`config.mk`:
```
export PLATFORM = sky130hd
export DESIGN_NAME = wb_snoop_responder
export DESIGN_NICKNAME = d
export VERILOG_FILES = /design/src/rtl/wb_snoop_responder.sv
export SDC_FILE = /design/constraint.sdc
export NUM_CORES = 1
export LEC_CHECK = 0
export BUFFER_PORTS_ARGS = -buffer_cell sky130_fd_sc_hd__buf_4
export CAP_MARGIN = 20
export CORE_ASPECT_RATIO = 0.9
export CORE_UTILIZATION = 35
export DETAILED_ROUTE_END_ITERATION = 8
export PLACE_DENSITY = 0.69
export SLEW_MARGIN = 5
export SYNTH_ARGS = -nofsm -noshare
export SYNTH_HDL_FRONTEND = slang
export SYNTH_SLANG_ARGS = --single-unit
export TNS_END_PERCENT = 10
```
`constraint.sdc`:
```
create_clock -name wb_clk_i -period 1.9 [get_ports wb_clk_i]
set_input_delay 0.19 -clock wb_clk_i [delete_from_list [all_inputs] [get_ports wb_clk_i]]
set_output_delay 0.19 -clock wb_clk_i [all_outputs]
set_load 0.1 [all_outputs]
```
`src/rtl/wb_snoop_responder.sv`:
```
// wb_snoop_responder
//
// Per-core snoop responder on the cache side. It takes the interconnect's broadcast snoop
// (address plus a request level), looks the line up in this core's data-cache tag store,
// invalidates a matching line and, when the line is dirty, returns the requested word with
// the ack. While a snoop owns the tag/data ports, the core's own cache accesses are stalled.
//
// Ports:
//   wb_clk_i, wb_rst_i          clock, asynchronous active-high reset
//   snoop_adr_i, snoop_req_i    snoop address and request level (held until ack)
//   snoop_ack_o                 one-cycle response pulse
//   snoop_hit_o, snoop_dat_o    dirty-data flag and snooped word, valid with ack
//   cache_busy_i                core cache mid-access; the snoop waits for it
//   snoop_stall_o               blocks new core cache accesses
//   tag_rd_*                    tag-store read port (1-cycle latency)
//   dat_rd_*                    data-store read port (1-cycle latency)
//   inv_we_o, inv_idx_o         line invalidate strobe (clears valid and dirty)

module wb_snoop_responder #(
   parameter int unsigned AW       = 32,
   parameter int unsigned DW       = 32,
   parameter int unsigned IDX_W    = 8,
   parameter int unsigned OFFSET_W = 4,
   localparam int unsigned TAG_W   = AW - IDX_W - OFFSET_W
) (
   input  logic                      wb_clk_i,
   input  logic                      wb_rst_i,
   input  logic [AW-1:0]             snoop_adr_i,
   input  logic                      snoop_req_i,
   output logic                      snoop_ack_o,
   output logic                      snoop_hit_o,
   output logic [DW-1:0]             snoop_dat_o,
   input  logic                      cache_busy_i,
   output logic                      snoop_stall_o,
   output logic                      tag_rd_en_o,
   output logic [IDX_W-1:0]          tag_rd_idx_o,
   input  logic [TAG_W-1:0]          tag_rd_tag_i,
   input  logic                      tag_rd_valid_i,
   input  logic                      tag_rd_dirty_i,
   output logic                      dat_rd_en_o,
   output logic [IDX_W+OFFSET_W-3:0] dat_rd_adr_o,
   input  logic [DW-1:0]             dat_rd_dat_i,
   output logic                      inv_we_o,
   output logic [IDX_W-1:0]          inv_idx_o
);

   localparam int unsigned WORD_W = OFFSET_W - 2;

   localparam logic [2:0] StIdle    = 3'd0;
   localparam logic [2:0] StPend    = 3'd1;
   localparam logic [2:0] StLookup  = 3'd2;
   localparam logic [2:0] StCompare = 3'd3;
   localparam logic [2:0] StInv     = 3'd4;
   localparam logic [2:0] StData    = 3'd5;
   localparam logic [2:0] StResp    = 3'd6;
   localparam logic [2:0] StDone    = 3'd7;

   logic [2:0]    state_q, state_d;
   logic [AW-1:0] adr_q, adr_d;
   logic [DW-1:0] dat_q, dat_d;
   logic          resp_hit_q, resp_hit_d;

   logic [IDX_W-1:0]  idx;
   logic [TAG_W-1:0]  tag;
   logic [WORD_W-1:0] word;
   logic              lookup_hit;
   logic              unused_adr_bits;

   assign idx  = adr_q[OFFSET_W+IDX_W-1:OFFSET_W];
   assign tag  = adr_q[AW-1:OFFSET_W+IDX_W];
   assign word = adr_q[OFFSET_W-1:2];

   // Byte-within-word bits play no part in a word-granular snoop.
   assign unused_adr_bits = ^adr_q[1:0];

   assign lookup_hit = tag_rd_valid_i && (tag_rd_tag_i == tag);

   always_comb begin
      state_d    = state_q;
      adr_d      = adr_q;
      dat_d      = dat_q;
      resp_hit_d = resp_hit_q;
      unique case (state_q)
         StIdle: begin
            if (snoop_req_i) begin
               adr_d      = snoop_adr_i;
               resp_hit_d = 1'b0;
               state_d    = cache_busy_i ? StPend : StLookup;
            end
         end
         StPend: begin
            if (!snoop_req_i)       state_d = StIdle;
            else if (!cache_busy_i) state_d = StLookup;
         end
         StLookup: begin
            state_d = snoop_req_i ? StCompare : StIdle;
         end
         StCompare: begin
            // An abort here leaves the line untouched: nothing has been modified yet.
            if (!snoop_req_i) begin
               state_d = StIdle;
            end else if (!lookup_hit) begin
               state_d = StResp;
            end else begin
               resp_hit_d = tag_rd_dirty_i;
               state_d    = tag_rd_dirty_i ? StData : StInv;
            end
         end
         // The invalidate strobe has already fired this cycle, so an abort only skips the ack.
         StInv:  state_d = snoop_req_i ? StResp : StIdle;
         StData: state_d = snoop_req_i ? StResp : StIdle;
         StResp: begin
            // Data-store read issued in DATA arrives this cycle; keep it for later cycles.
            if (resp_hit_q) dat_d = dat_rd_dat_i;
            state_d = StDone;
         end
         StDone: begin
            // Wait for the request to drop so a held level cannot start a second snoop.
            if (!snoop_req_i) state_d = StIdle;
         end
         default: state_d = StIdle;
      endcase
   end

   always_ff @(posedge wb_clk_i or posedge wb_rst_i) begin
      if (wb_rst_i) begin
         state_q    <= StIdle;
         adr_q      <= '0;
         dat_q      <= '0;
         resp_hit_q <= 1'b0;
      end else begin
         state_q    <= state_d;
         adr_q      <= adr_d;
         dat_q      <= dat_d;
         resp_hit_q <= resp_hit_d;
      end
   end

   always_comb begin
      snoop_ack_o   = 1'b0;
      snoop_hit_o   = 1'b0;
      snoop_dat_o   = dat_q;
      snoop_stall_o = 1'b0;
      tag_rd_en_o   = 1'b0;
      tag_rd_idx_o  = '0;
      dat_rd_en_o   = 1'b0;
      dat_rd_adr_o  = '0;
      inv_we_o      = 1'b0;
      inv_idx_o     = '0;
      unique case (state_q)
         StPend: snoop_stall_o = 1'b1;
         StLookup: begin
            snoop_stall_o = 1'b1;
            tag_rd_en_o   = 1'b1;
            tag_rd_idx_o  = idx;
         end
         StCompare: snoop_stall_o = 1'b1;
         StInv: begin
            snoop_stall_o = 1'b1;
            inv_we_o      = 1'b1;
            inv_idx_o     = idx;
         end
         StData: begin
            // Read and invalidate together: the read port sees the old contents this cycle.
            snoop_stall_o = 1'b1;
            dat_rd_en_o   = 1'b1;
            dat_rd_adr_o  = {idx, word};
            inv_we_o      = 1'b1;
            inv_idx_o     = idx;
         end
         StResp: begin
            snoop_stall_o = 1'b1;
            snoop_ack_o   = 1'b1;
            snoop_hit_o   = resp_hit_q;
            // Present the returning word alongside the ack; dat_q holds it afterwards.
            if (resp_hit_q) snoop_dat_o = dat_rd_dat_i;
         end
         default: ;
      endcase
   end

endmodule

```
==> impl_metrics.ini <==
[power]
leakagePower_nw = 2.67
p_sw_share_pct = 42.0
p_int_mw = 4.05
total_power_mw = 6.98
vdd_drop_max_v = 0.000747
p_sw_mw = 2.93
clkPwrFrac_pct = 17.3
comb_power_share_pct = 53.0
power_frac_seq_pct = 29.6
powerDensity_mw_per_mm2 = 1250

[sta]
finalClockSkew_ns = 0.00684
fin_tns_setup_ns = -4.34
fin_ws_ns = -0.158
drv_slew = 0
hold_viol = 0
tightest_slew_ns = 0.644
fin_crit_ns = 2.06
finalSetupViolCount = 32
holdWs_ns = 0.0712
rsz0062_at_grt = true
fin_crit_sh_pct = 108
max_freq_mhz = 486
slew_headroom_pct = 57.0

[global_route]
antenna_found_initial = 0
grt_max_degree = 36
grt_pass1_vias = 2546
grt_pass1_wl_um = 12600
grtUsageTotal_pct = 17.8
gr-total-overflow = 0

[cells_and_area]
fillers = 641
fin_util_pct = 64.3
final_cells = 518
synthToLayoutAreaGrowth_pct = 77.4
antennaDiodeCount = 0
final_layout_size_suffix_gt1_share_pct = 65.7
fin_nets = 485
design_area_mm2 = 0.00556

[die]
fp-row-count = 32
coreArea_mm2 = 0.00865
die_x_um = 102
initial_utilization_pct = 36.3
ioPinCount = 154
die_h_um = 91.8
dieArea_mm2 = 0.00935

[hold_path]
hp-class = in2reg

[synth]
syn_avg_cell_area_um2 = 13.9
async_flop_share_pct = 100
synth_edf_count = 0
synth_cell_types = 35
synthFlopType = dfrtp_1
ys_seq_area_share_pct = 52.7
syn_inst = 226
yosysWarnings = 0
ys_ff_latch = 66
syn-cell-area_mm2 = 0.00314
syn-num-nets = 316

[detailed_routing]
ant_nets = 0
wl_met3_um = 579
highest_layer = met4
met2WireLength_um = 4380
drt-total-wl_um = 8220
wl_met1_um = 3170
wl_per_cell_um = 15.9
avgViaCountPerCell = 4.63
vias = 2396
drcViolationCount = 0
dr.pass1.iters = 3
drtIter0Drc = 27

[placed_design]
port-buffer-count = 151
pre_cts_slack_ns = 0.141
dpl.hpwl_um = 5230
placedInstanceArea_mm2 = 0.00449
gp_congestion = 0.776
post-place-cells = 493

[clocking]
cts_tree = built
clk_pin_slew_ns = 0.07
cts_buffers = 9
cts_max_level = 3
insertion_delay_ns = 0.33
cts.path.max_buffers = 2
clkSinkCount = 66
root_buffer = clkbuf_8

[worst_setup_path]
crit_family = flip-flops
critPathMaxStageDelay_ns = 0.42
crit_required_ns = 1.71
worst-path-buf-inv = 2
cp_cell_sequence = nor2b_4, and2_4, nand2_8, clkbuf_16, mux2_4, buf_12
crit_path_end_kind = output port
worstPathMaxFanout = 6
critPathLaunchType = register
path_class = reg2out
cp_slowest_cell = dfrtp_1
cp.arrival_ns = 1.87

[outcome]
violations = setup timing
status = complete, but fails checks

[run]
max-cap-violations = 0
[sequential cells by signal, summed over array words and instances, names as in the netlist]
signal and count:
resp_hit_q 1, dat_q 32, adr_q 30, state_q 3
[logic make-up (layout without fill, tap and decap cells)]
group,count (synthesis),count (layout),synth area share [%]
mux,62,62,25.7
compound gates,10,10,2.07
buf+inv,17,190,3.31
xor+xnor,20,20,5.58
fa+ha+maj,1,1,0.319
simple gates,50,50,10.3
flops,66,66,52.7
[cell usage after synthesis (2+ instances only)]
cell type / count / share of area (%)
dfrtp_1: 66 / 53
mux2_2: 32 / 11
mux2_4: 29 / 14
xnor2_1: 19 / 5.3
and2_1: 18 / 3.6
and3_1: 11 / 2.2
buf_4: 4 / 0.96
clkbuf_1: 4 / 0.48
inv_1: 4 / 0.48
nand4_1: 4 / 0.80
o21ai_0: 4 / 0.64
buf_6: 3 / 1.1
nor2_1: 3 / 0.36
a21o_1: 2 / 0.48
buf_2: 2 / 0.32
nand3_1: 2 / 0.32
[what timing repair did]
action,CTS,global route
endpoints found under the setup margin,51,60
hold buffers,1,0
setup buffers,3,2
endpoints found under the hold margin,25,0
gates cloned,3,1
pin swaps,1,0
resized for setup,116,57
[cells in the final DEF (no fill, tap or decap), drive strengths merged, types with 2 or more instances in the layout]
master	n
buf	169
dfrtp	66
mux2	62
xnor2	19
and2	19
clkbuf	14
and3	11
nand4	4
o21ai	4
inv	4
nor2	3
a21o	2
nand3	2
nor3	2
nor2b	2
nand2	2
[power by group through the flow]
stage | Clock [mW] | Combinational, mW | Sequential (mW)
6_report | 1.21 | 3.70 | 2.07
5_1_grt | 1.32 | 3.87 | 2.13
4_1_cts | 1.25 | 3.45 | 2.06
3_5_place_dp | 0 | 3.19 | 2.09
3_3_place_gp | 0 | 3.14 | 2.07
2_1_floorplan | 0 | 2.60 | 2.01
[path summary, 6_finish.rpt]
path,from,endpoint,slack (ns),cells after the start
max in group asynchronous,wb_rst_i,dat_q[10],0.77,4
hold reg to reg,adr_q[2],adr_q[2],0.50,1
min in group asynchronous,wb_rst_i,dat_q[3],0.51,3
setup / recovery,state_q[0],snoop_dat_o[29],-0.16,6
setup reg to reg,state_q[1],adr_q[24],0.17,5
hold / removal,snoop_adr_i[28],adr_q[28],0.07,2
[cell type report]
cell class | count | area, µm² | share of cell area (%)
clock buffers | 13 | 169 | 3.04
clock inverters | 2 | 35.0 | 0.630
inverters | 4 | 15.0 | 0.270
multi-input cells | 143 | 1430 | 25.8
flip-flops and latches | 66 | 1650 | 29.7
well taps | 119 | 149 | 2.68
repair buffers | 171 | 2110 | 37.9
[layer usage]
metal	track usage [%]	vias up
met1	21.1	1184
met3	6.25	8
li1	-	1114
met4	5.07	0
met5	0	-
met2	30.3	90
Note: power is estimated with default switching activity, not from simulation.
